<file path="config.mk">
export PLATFORM = sky130hd
export DESIGN_NAME = c_win_acc
export DESIGN_NICKNAME = d
export VERILOG_FILES = /design/src/rtl/c_win_acc.sv
export SDC_FILE = /design/constraint.sdc
export NUM_CORES = 2
export LEC_CHECK = 0
export CORE_MARGIN = 8
export CORE_UTILIZATION = 28
export CTS_CLUSTER_SIZE = 20
export DETAILED_ROUTE_END_ITERATION = 16
export SYNTH_ARGS = -nofsm -noshare
export SYNTH_HDL_FRONTEND = slang
export SYNTH_SLANG_ARGS = --single-unit
export TNS_END_PERCENT = 10
</file>
<file path="constraint.sdc">
create_clock -name clk -period 29.3 [get_ports clk]
set_input_delay 8.79 -clock clk [delete_from_list [all_inputs] [get_ports clk]]
set_output_delay 8.79 -clock clk [all_outputs]
set_load 0.02 [all_outputs]
</file>
<file path="src/rtl/c_win_acc.sv">
// Complex multiply followed by a sliding-window sum of the last WIN valid products.
// Optional output saturation and sat_flag port when C_WIN_ACC_SAT_EN is defined.
module c_win_acc #(
   parameter int Q   = 8,
   parameter int N   = 16,
   parameter int WIN = 4
) (
   input  logic                clk,
   input  logic                rst,
   input  logic                clr,
   input  logic                in_valid,
   input  logic signed [N-1:0] in_ar,
   input  logic signed [N-1:0] in_ai,
   input  logic signed [N-1:0] in_br,
   input  logic signed [N-1:0] in_bi,
   output logic                out_valid,
   output logic signed [N-1:0] r_out,
   output logic signed [N-1:0] i_out,
`ifdef C_WIN_ACC_SAT_EN
   output logic                sat_flag,
`endif
   output logic                win_full
);

   localparam int ACC_W = N + $clog2(WIN) + 1;
   localparam int PW    = (WIN > 1) ? $clog2(WIN) : 1;
   localparam int CW    = $clog2(WIN + 1);

   logic signed [N-1:0]     ar_q, ai_q, br_q, bi_q, ar_d, ai_d, br_d, bi_d;
   logic signed [2*N-1:0]   prr_q, pii_q, pri_q, pir_q, prr_d, pii_d, pri_d, pir_d;
   logic signed [2*N:0]     sr_q, si_q, sr_d, si_d;
   logic signed [N-1:0]     pr_q, pi_q, pr_d, pi_d;
   logic [3:0]              vld_q, vld_d;

   logic signed [ACC_W-1:0] acc_r_q, acc_i_q, acc_r_d, acc_i_d;
   logic [CW-1:0]           count_q, count_d;
   logic [PW-1:0]           wptr_q, wptr_d;
   logic                    out_valid_q, out_valid_d, win_full_q, win_full_d;
   logic signed [N-1:0]     r_out_q, i_out_q, r_out_d, i_out_d;
   logic [2*N-1:0]          buf_q [WIN];
   logic                    buf_we;
   logic signed [N-1:0]     old_r, old_i;

`ifdef C_WIN_ACC_SAT_EN
   localparam logic signed [ACC_W-1:0] ACC_MAX = {{(ACC_W-N+1){1'b0}}, {(N-1){1'b1}}};
   localparam logic signed [ACC_W-1:0] ACC_MIN = {{(ACC_W-N+1){1'b1}}, {(N-1){1'b0}}};
   logic sat_q, sat_d;

   function automatic logic over_range(input logic signed [ACC_W-1:0] a);
      return (a > ACC_MAX) || (a < ACC_MIN);
   endfunction

   function automatic logic signed [N-1:0] clamp(input logic signed [ACC_W-1:0] a);
      logic signed [N-1:0] res;
      if (a > ACC_MAX) begin
         res = {1'b0, {(N-1){1'b1}}};
      end else if (a < ACC_MIN) begin
         res = {1'b1, {(N-1){1'b0}}};
      end else begin
         res = a[N-1:0];
      end
      return res;
   endfunction
`endif

   // Multiplier: operands, partial products, full-precision combine, scaled product.
   always_comb begin
      ar_d  = in_ar;
      ai_d  = in_ai;
      br_d  = in_br;
      bi_d  = in_bi;
      prr_d = (2*N)'(ar_q) * (2*N)'(br_q);
      pii_d = (2*N)'(ai_q) * (2*N)'(bi_q);
      pri_d = (2*N)'(ar_q) * (2*N)'(bi_q);
      pir_d = (2*N)'(ai_q) * (2*N)'(br_q);
      sr_d  = (2*N+1)'(prr_q) - (2*N+1)'(pii_q);
      si_d  = (2*N+1)'(pri_q) + (2*N+1)'(pir_q);
      pr_d  = N'(sr_q >>> Q);
      pi_d  = N'(si_q >>> Q);
      if (clr) begin
         vld_d = 4'b0000;
      end else begin
         vld_d = {vld_q[2:0], in_valid};
      end
   end

   // Window update: add the new product and, once full, retire the oldest one.
   always_comb begin
      acc_r_d     = acc_r_q;
      acc_i_d     = acc_i_q;
      count_d     = count_q;
      wptr_d      = wptr_q;
      buf_we      = 1'b0;
      out_valid_d = 1'b0;
      r_out_d     = r_out_q;
      i_out_d     = i_out_q;
      old_r       = buf_q[wptr_q][2*N-1:N];
      old_i       = buf_q[wptr_q][N-1:0];
`ifdef C_WIN_ACC_SAT_EN
      sat_d       = sat_q;
`endif
      if (clr) begin
         acc_r_d = '0;
         acc_i_d = '0;
         count_d = '0;
         wptr_d  = '0;
`ifdef C_WIN_ACC_SAT_EN
         sat_d   = 1'b0;
`endif
      end else if (vld_q[3]) begin
         if (count_q == CW'(WIN)) begin
            acc_r_d = acc_r_q + ACC_W'(pr_q) - ACC_W'(old_r);
            acc_i_d = acc_i_q + ACC_W'(pi_q) - ACC_W'(old_i);
         end else begin
            acc_r_d = acc_r_q + ACC_W'(pr_q);
            acc_i_d = acc_i_q + ACC_W'(pi_q);
            count_d = count_q + CW'(1);
         end
         buf_we = 1'b1;
         if (wptr_q == PW'(WIN - 1)) begin
            wptr_d = '0;
         end else begin
            wptr_d = wptr_q + PW'(1);
         end
         if (count_d == CW'(WIN)) begin
            out_valid_d = 1'b1;
`ifdef C_WIN_ACC_SAT_EN
            r_out_d = clamp(acc_r_d);
            i_out_d = clamp(acc_i_d);
            sat_d   = over_range(acc_r_d) || over_range(acc_i_d);
`else
            r_out_d = acc_r_d[N-1:0];
            i_out_d = acc_i_d[N-1:0];
`endif
         end else begin
            out_valid_d = 1'b0;
         end
      end else begin
         buf_we = 1'b0;
      end
      win_full_d = (count_d == CW'(WIN));
   end

   // State registers with asynchronous reset.
   always_ff @(posedge clk or posedge rst) begin
      if (rst) begin
         ar_q <= '0; ai_q <= '0; br_q <= '0; bi_q <= '0;
         prr_q <= '0; pii_q <= '0; pri_q <= '0; pir_q <= '0;
         sr_q <= '0; si_q <= '0; pr_q <= '0; pi_q <= '0;
         vld_q       <= 4'b0000;
         acc_r_q     <= '0;
         acc_i_q     <= '0;
         count_q     <= '0;
         wptr_q      <= '0;
         out_valid_q <= 1'b0;
         win_full_q  <= 1'b0;
         r_out_q     <= '0;
         i_out_q     <= '0;
`ifdef C_WIN_ACC_SAT_EN
         sat_q       <= 1'b0;
`endif
      end else begin
         ar_q <= ar_d; ai_q <= ai_d; br_q <= br_d; bi_q <= bi_d;
         prr_q <= prr_d; pii_q <= pii_d; pri_q <= pri_d; pir_q <= pir_d;
         sr_q <= sr_d; si_q <= si_d; pr_q <= pr_d; pi_q <= pi_d;
         vld_q       <= vld_d;
         acc_r_q     <= acc_r_d;
         acc_i_q     <= acc_i_d;
         count_q     <= count_d;
         wptr_q      <= wptr_d;
         out_valid_q <= out_valid_d;
         win_full_q  <= win_full_d;
         r_out_q     <= r_out_d;
         i_out_q     <= i_out_d;
`ifdef C_WIN_ACC_SAT_EN
         sat_q       <= sat_d;
`endif
      end
   end

   // Product history; stale entries beyond count are never read.
   always_ff @(posedge clk) begin
      if (buf_we) begin
         buf_q[wptr_q] <= {pr_q, pi_q};
      end
   end

   assign out_valid = out_valid_q;
   assign r_out     = r_out_q;
   assign i_out     = i_out_q;
   assign win_full  = win_full_q;
`ifdef C_WIN_ACC_SAT_EN
   assign sat_flag  = sat_q;
`endif

endmodule

</file>
=== After elaboration in Yosys (flattened, before gate mapping) ===
Memory sizes are Yosys's and may differ from the RTL's.
Cells that the tools add are included.

* Register bits: 321
* Memory bits (writable): 128
* Input port bits: 68
* Output and inout port bits: 34
* Memories: 1

{| class="wikitable"
|+ Memory list
! name !! words !! bits a word !! read ports !! clocked after memory_dff !! wr ports !! line !! RTL
|-
| buf_q || 4 || 32 || 1 || 0 || 1 || 40 || <nowiki>logic [2*N-1:0] buf_q [WIN];</nowiki>
|}

* $add $sub $neg: 8
* $mul: 4
* Eq/ne operators: 4
* Mux-type cells: 22
* Bitwise logic cells: 1
* Reductions and logical operators: 2

{| class="wikitable"
|+ Operators by type and width
! kind !! count
|-
| 19-bit 2-to-1 mux || 6
|-
| 16-bit by 16-bit multiplier with 24-bit output || 4
|-
| 19-bit by 16-bit adder with 19-bit output || 2
|-
| 19-bit by 16-bit subtractor with 19-bit output || 2
|-
| 24-bit adder || 1
|-
| 24-bit subtractor || 1
|-
| 3-bit 2-to-1 mux || 5
|-
| 3-bit == test, second input constant || 3
|-
| 1-bit 2-to-1 mux || 7
|-
| 2-bit 2-to-1 mux || 3
|-
| 4-bit 2-to-1 mux || 1
|-
| 3-bit by 1-bit adder with 3-bit output, second input constant || 1
|-
| 3-bit AND reduction || 1
|-
| 2-bit by 1-bit adder with 2-bit output, second input constant || 1
|-
| 2-bit == test, second input constant || 1
|-
| 2-bit nonzero test || 1
|-
| 1-bit inverter || 1
|}

=== Logic depth before layout (Yosys ltp) ===
* Word-level depth: 8
* Depth in mapped cells: 24

=== Least setup slack after synthesis ===
No wires, ideal clock.

* Path kind: input-to-reg
* From: input clr
* To: memory buf_q[0][0] in the netlist's numbering (enable)
* Library setup time: 0.392 ns
* Data arrival time: 9.943 ns
* Required time: 28.908 ns
* Setup slack: 18.965 ns
* Stages on the path: 3
* Cell sequence: clkbuf_1 > nor2_1 > and2_1

* Word-level cells in the longest chain between the ends: 3

{| class="wikitable"
|+ Ends and longest elaborated chain
! item !! line !! RTL
|-
| start: declaration || 10 || <nowiki>input logic clr,</nowiki>
|-
| 1-bit 2-to-1 mux || 102 || <nowiki>if (clr) begin</nowiki>
|-
| 1-bit 2-to-1 mux || 183 || <nowiki>if (buf_we) begin</nowiki>
|-
| 1-bit 2-to-1 mux (implied by the code) || 184 || <nowiki>buf_q[wptr_q] <= {pr_q, pi_q};</nowiki>
|-
| end: declaration || 40 ||
|}

No other way between the ends.

==> summary.txt <==
status - completed
post-CTS sizing - 0
Crit Path Class - in -> async
Worst path depth - 4
CP Data Arrival Time - 11.57 ns
FILL cells - 17700
layout cells sized above 1 - 0.0459
Post-Syn Area - 0.0483 mm2
FMAX - 91.2 MHz
worst slew pin tran - 0.927 ns
H-tree levels - 2
count of port buffers added during placement - 101
GRT Util Overall - 0.129
Slowest cell on crit path - buf_4
Post-Synth XOR/XNOR Area - 0.0417
most frequent CP cell - buf_4
Final HPWL DP - 86.4 mm
Post-Syn Instances - 4845
via/cell ratio - 4.49
post-layout minimum cycle time - 10.96 ns
Mapped Nets - 6067
worst reg-to-reg setup slack - 22.39 ns
CP Capture Type - asynchronous set/reset pin
post-synthesis register bit count - 427
post-synthesis mux area share - 0.0183
WP data required - 29.91 ns
vias - 32400
final wirelength - 118 mm
number of setup violations in the final report - 0
Buf/Inv on CP - 4
commonest non-fill, non-tap cells in the layout - inv_1 (1050), fa_1 (752), nand2_1 (514)
area delta synth->final - 11.4%
largest net degree at the start of global routing - 116
critical path startpoint - rst
Final Wtd Congestion - 0.848
share of the synthesized area in the top cell type - 0.312
Compound-Gate Fraction of Synth Area - 0.0570
clk buf depth - 3
final layout net count - 6080
Slew Viols, Final - 0
Remaining Overflow, GRT - 0
most common cell after layout, fill and taps aside - inv_1
asr flop ratio synth - 0.700
hold buffer count at cts - 0
Post-Syn Area per Cell - 9.96 um2
Setup crit end - bi_q[8]$_DFF_PP0_
pre-CTS setup slack - 17.50 ns
CTS tree - built
worst skew pair latency - 0.68 ns
delay-heaviest family, CP - buffers and inverters
top sig layer - met4
area leader, netlist - fa_1
register area share after synthesis - 0.235
storage element area - 0.0113 mm2
post-DR wirelength/cell - 16.4 um
initial antenna violation count - 3
antenna-violating nets left - 0
Die Area - 0.186 mm2
unrepaired setup endpoints after global routing - false
max incr delay on CP - 0.76 ns
clock sink count - 427
Starting Density - 0.282
normalized max-slew margin - 0.382
DR pass1 iterations - 5
Iter 0 DRT Violations - 1764
worst flop-to-flop path startpoint - bi_q[4]$_DFF_PP0_
setup TNS - 0 ns
Chip Height - 431 um
CTS clk-pin slew, worst paths - 0.06 ns
EDFF count, synth - 128
Fin. Hold Viols - 0
DRC - 0
top post-synthesis cells by area - fa_1 (31%), dfrtp_1 (16%), ha_1 (10%)
Crit Path Max Fanout - 115
Die Wd - 431 um
largest family of logic cells by synthesized area - adder cells
vias in the first global route - 34400
core footprint - 0.171 mm2
period utilisation layout - 0.374
Hold Crit Class - reg -> reg
simple-gate portion of the synthesized area - 0.134
area of the multi-input gates - 0.0322 mm2
synth warn - 0
post-route setup slack - 18.34 ns
CTS Buf Count - 51
Ports - 102
crit start category - input port
metal3 WL - 6.78 mm
R2R depth - 24
FF-to-FF End - pii_q[22]$_DFF_PP0_
synth unique cells - 69
skew final - 0.0525 ns
global-route wire length before repair - 192 mm
Adder-Cell Fraction of Synth Area - 0.416
Max-Cap Viols - 0
DRT met1 WL - 53.3 mm
clock root buffer - clkbuf_16
Std-Cell Rows - 152
CP Cell Sequence - clkdlybuf4s50_1, inv_8, buf_4, buf_4
postcts setup bufs - 0
Top FF cell, synth - dfrtp_1
met2 wire length - 54.8 mm
-- per-layer routing --
| layer | GRT usage | vias to the layer above |
|---|---|---|
| met5 | 0 | - |
| met4 | 0.0321 | 0 |
| met3 | 0.0190 | 139 |
| met2 | 0.214 | 808 |
| met1 | 0.177 | 16700 |
| li1 | - | 14800 |
-- layout make-up --
| class | instances | share of cell area |
|---|---|---|
| Antenna cell | 1 | 0.0000466 |
| Multi-Input combinational cell | 3163 | 0.600 |
| Sequential cell | 427 | 0.211 |
| Clock buffer | 61 | 0.0256 |
| Timing Repair Buffer | 164 | 0.0276 |
| Clock inverter | 35 | 0.00871 |
| Inverter | 1051 | 0.0736 |
| Tap cell | 2310 | 0.0538 |
-- synth_stat cells (3+ instances only) --
library cell / number
mux2i_1: 16
or2_2: 5
a21oi_2: 3
o211a_1: 4
a31o_2: 3
nand3_1: 24
nand2b_1: 28
o21ai_1: 7
o211ai_1: 6
clkbuf_1: 194
mux4_2: 32
edfxtp_1: 128
o31a_1: 5
nor3b_1: 4
a31oi_1: 10
nand4b_1: 3
o21a_1: 34
a211oi_1: 40
xnor2_1: 178
a41oi_1: 3
inv_1: 1051
a22oi_1: 3
and3_1: 12
xor2_1: 52
a41o_1: 5
fa_1: 752
o31ai_1: 5
buf_1: 10
or3_1: 14
nand2_1: 515
nor3_1: 44
o21ai_0: 82
a21oi_1: 112
ha_1: 402
a21o_1: 53
nand4_1: 9
o41ai_2: 4
nor2_1: 162
dfrtp_1: 299
and2_1: 462
a21boi_0: 5
nor2b_1: 23
o21bai_1: 10
-- metrics by stage --
stage	instances	hold WS [ns]	instance area, um2	util
after global placement	7115	0.336	51900	0.303
after detailed placement	7115	0.336	51900	0.303
after global routing	7211	0.351	53700	0.314
after floorplan	4845	0.331	48300	-
final	7212	0.347	53700	0.314
after CTS	7211	0.348	53700	0.314
-- how the worst min path moves through the flow --
stage / cells past startpoint / startpoint / endpoint
floorplan: 0 / si_q[8]$_DFF_PP0_ / pi_q[0]$_DFF_PP0_
global placement: 0 / si_q[22]$_DFF_PP0_ / pi_q[14]$_DFF_PP0_
detailed placement: 0 / si_q[18]$_DFF_PP0_ / pi_q[10]$_DFF_PP0_
CTS: 0 / sr_q[11]$_DFF_PP0_ / pr_q[3]$_DFF_PP0_
global route: 0 / si_q[22]$_DFF_PP0_ / pi_q[14]$_DFF_PP0_
finish: 0 / sr_q[11]$_DFF_PP0_ / pr_q[3]$_DFF_PP0_
-- cells by family (layout without fill, tap and decap cells) --
| logic type | count (synthesis) | after routing |
|---|---|---|
| AO/OA/AOI/OAI | 416 | 416 |
| buffers and inverters | 1255 | 1311 |
| XOR/XNOR | 230 | 230 |
| multiplexers | 48 | 48 |
| other | 0 | 1 |
| AND/OR/NAND/NOR | 1315 | 1315 |
| flip-flops | 427 | 427 |
| adder cells (fa/ha/maj) | 1154 | 1154 |
-- flip-flops by register name, indices dropped and copies added, names as in the netlist, 24 cells and up --
name   count
pir_q     24
pri_q     24
prr_q     24
buf_q    128
pii_q     24
-- worst reg2reg max path, stage by stage (launching register included) --
cell and delay [ns]:
dfrtp_1 0.50, buf_4 0.31, and2_1 0.28, fa_1 0.53
inv_1 0.05, fa_1 0.47, inv_1 0.05, fa_1 0.49
inv_1 0.06, fa_1 0.53, inv_1 0.05, fa_1 0.48
inv_1 0.05, fa_1 0.47, inv_1 0.04, ha_1 0.32
a21o_1 0.19, a221o_1 0.34, a21oi_1 0.15, o31ai_1 0.17
a211oi_1 0.43, o21ai_1 0.18, a31o_2 0.26, a21oi_1 0.17
xnor2_1 0.19
Power is left out: the tool's default activity adds up to more than one toggle a clock period on the data nets, which glitch-free logic cannot reach.
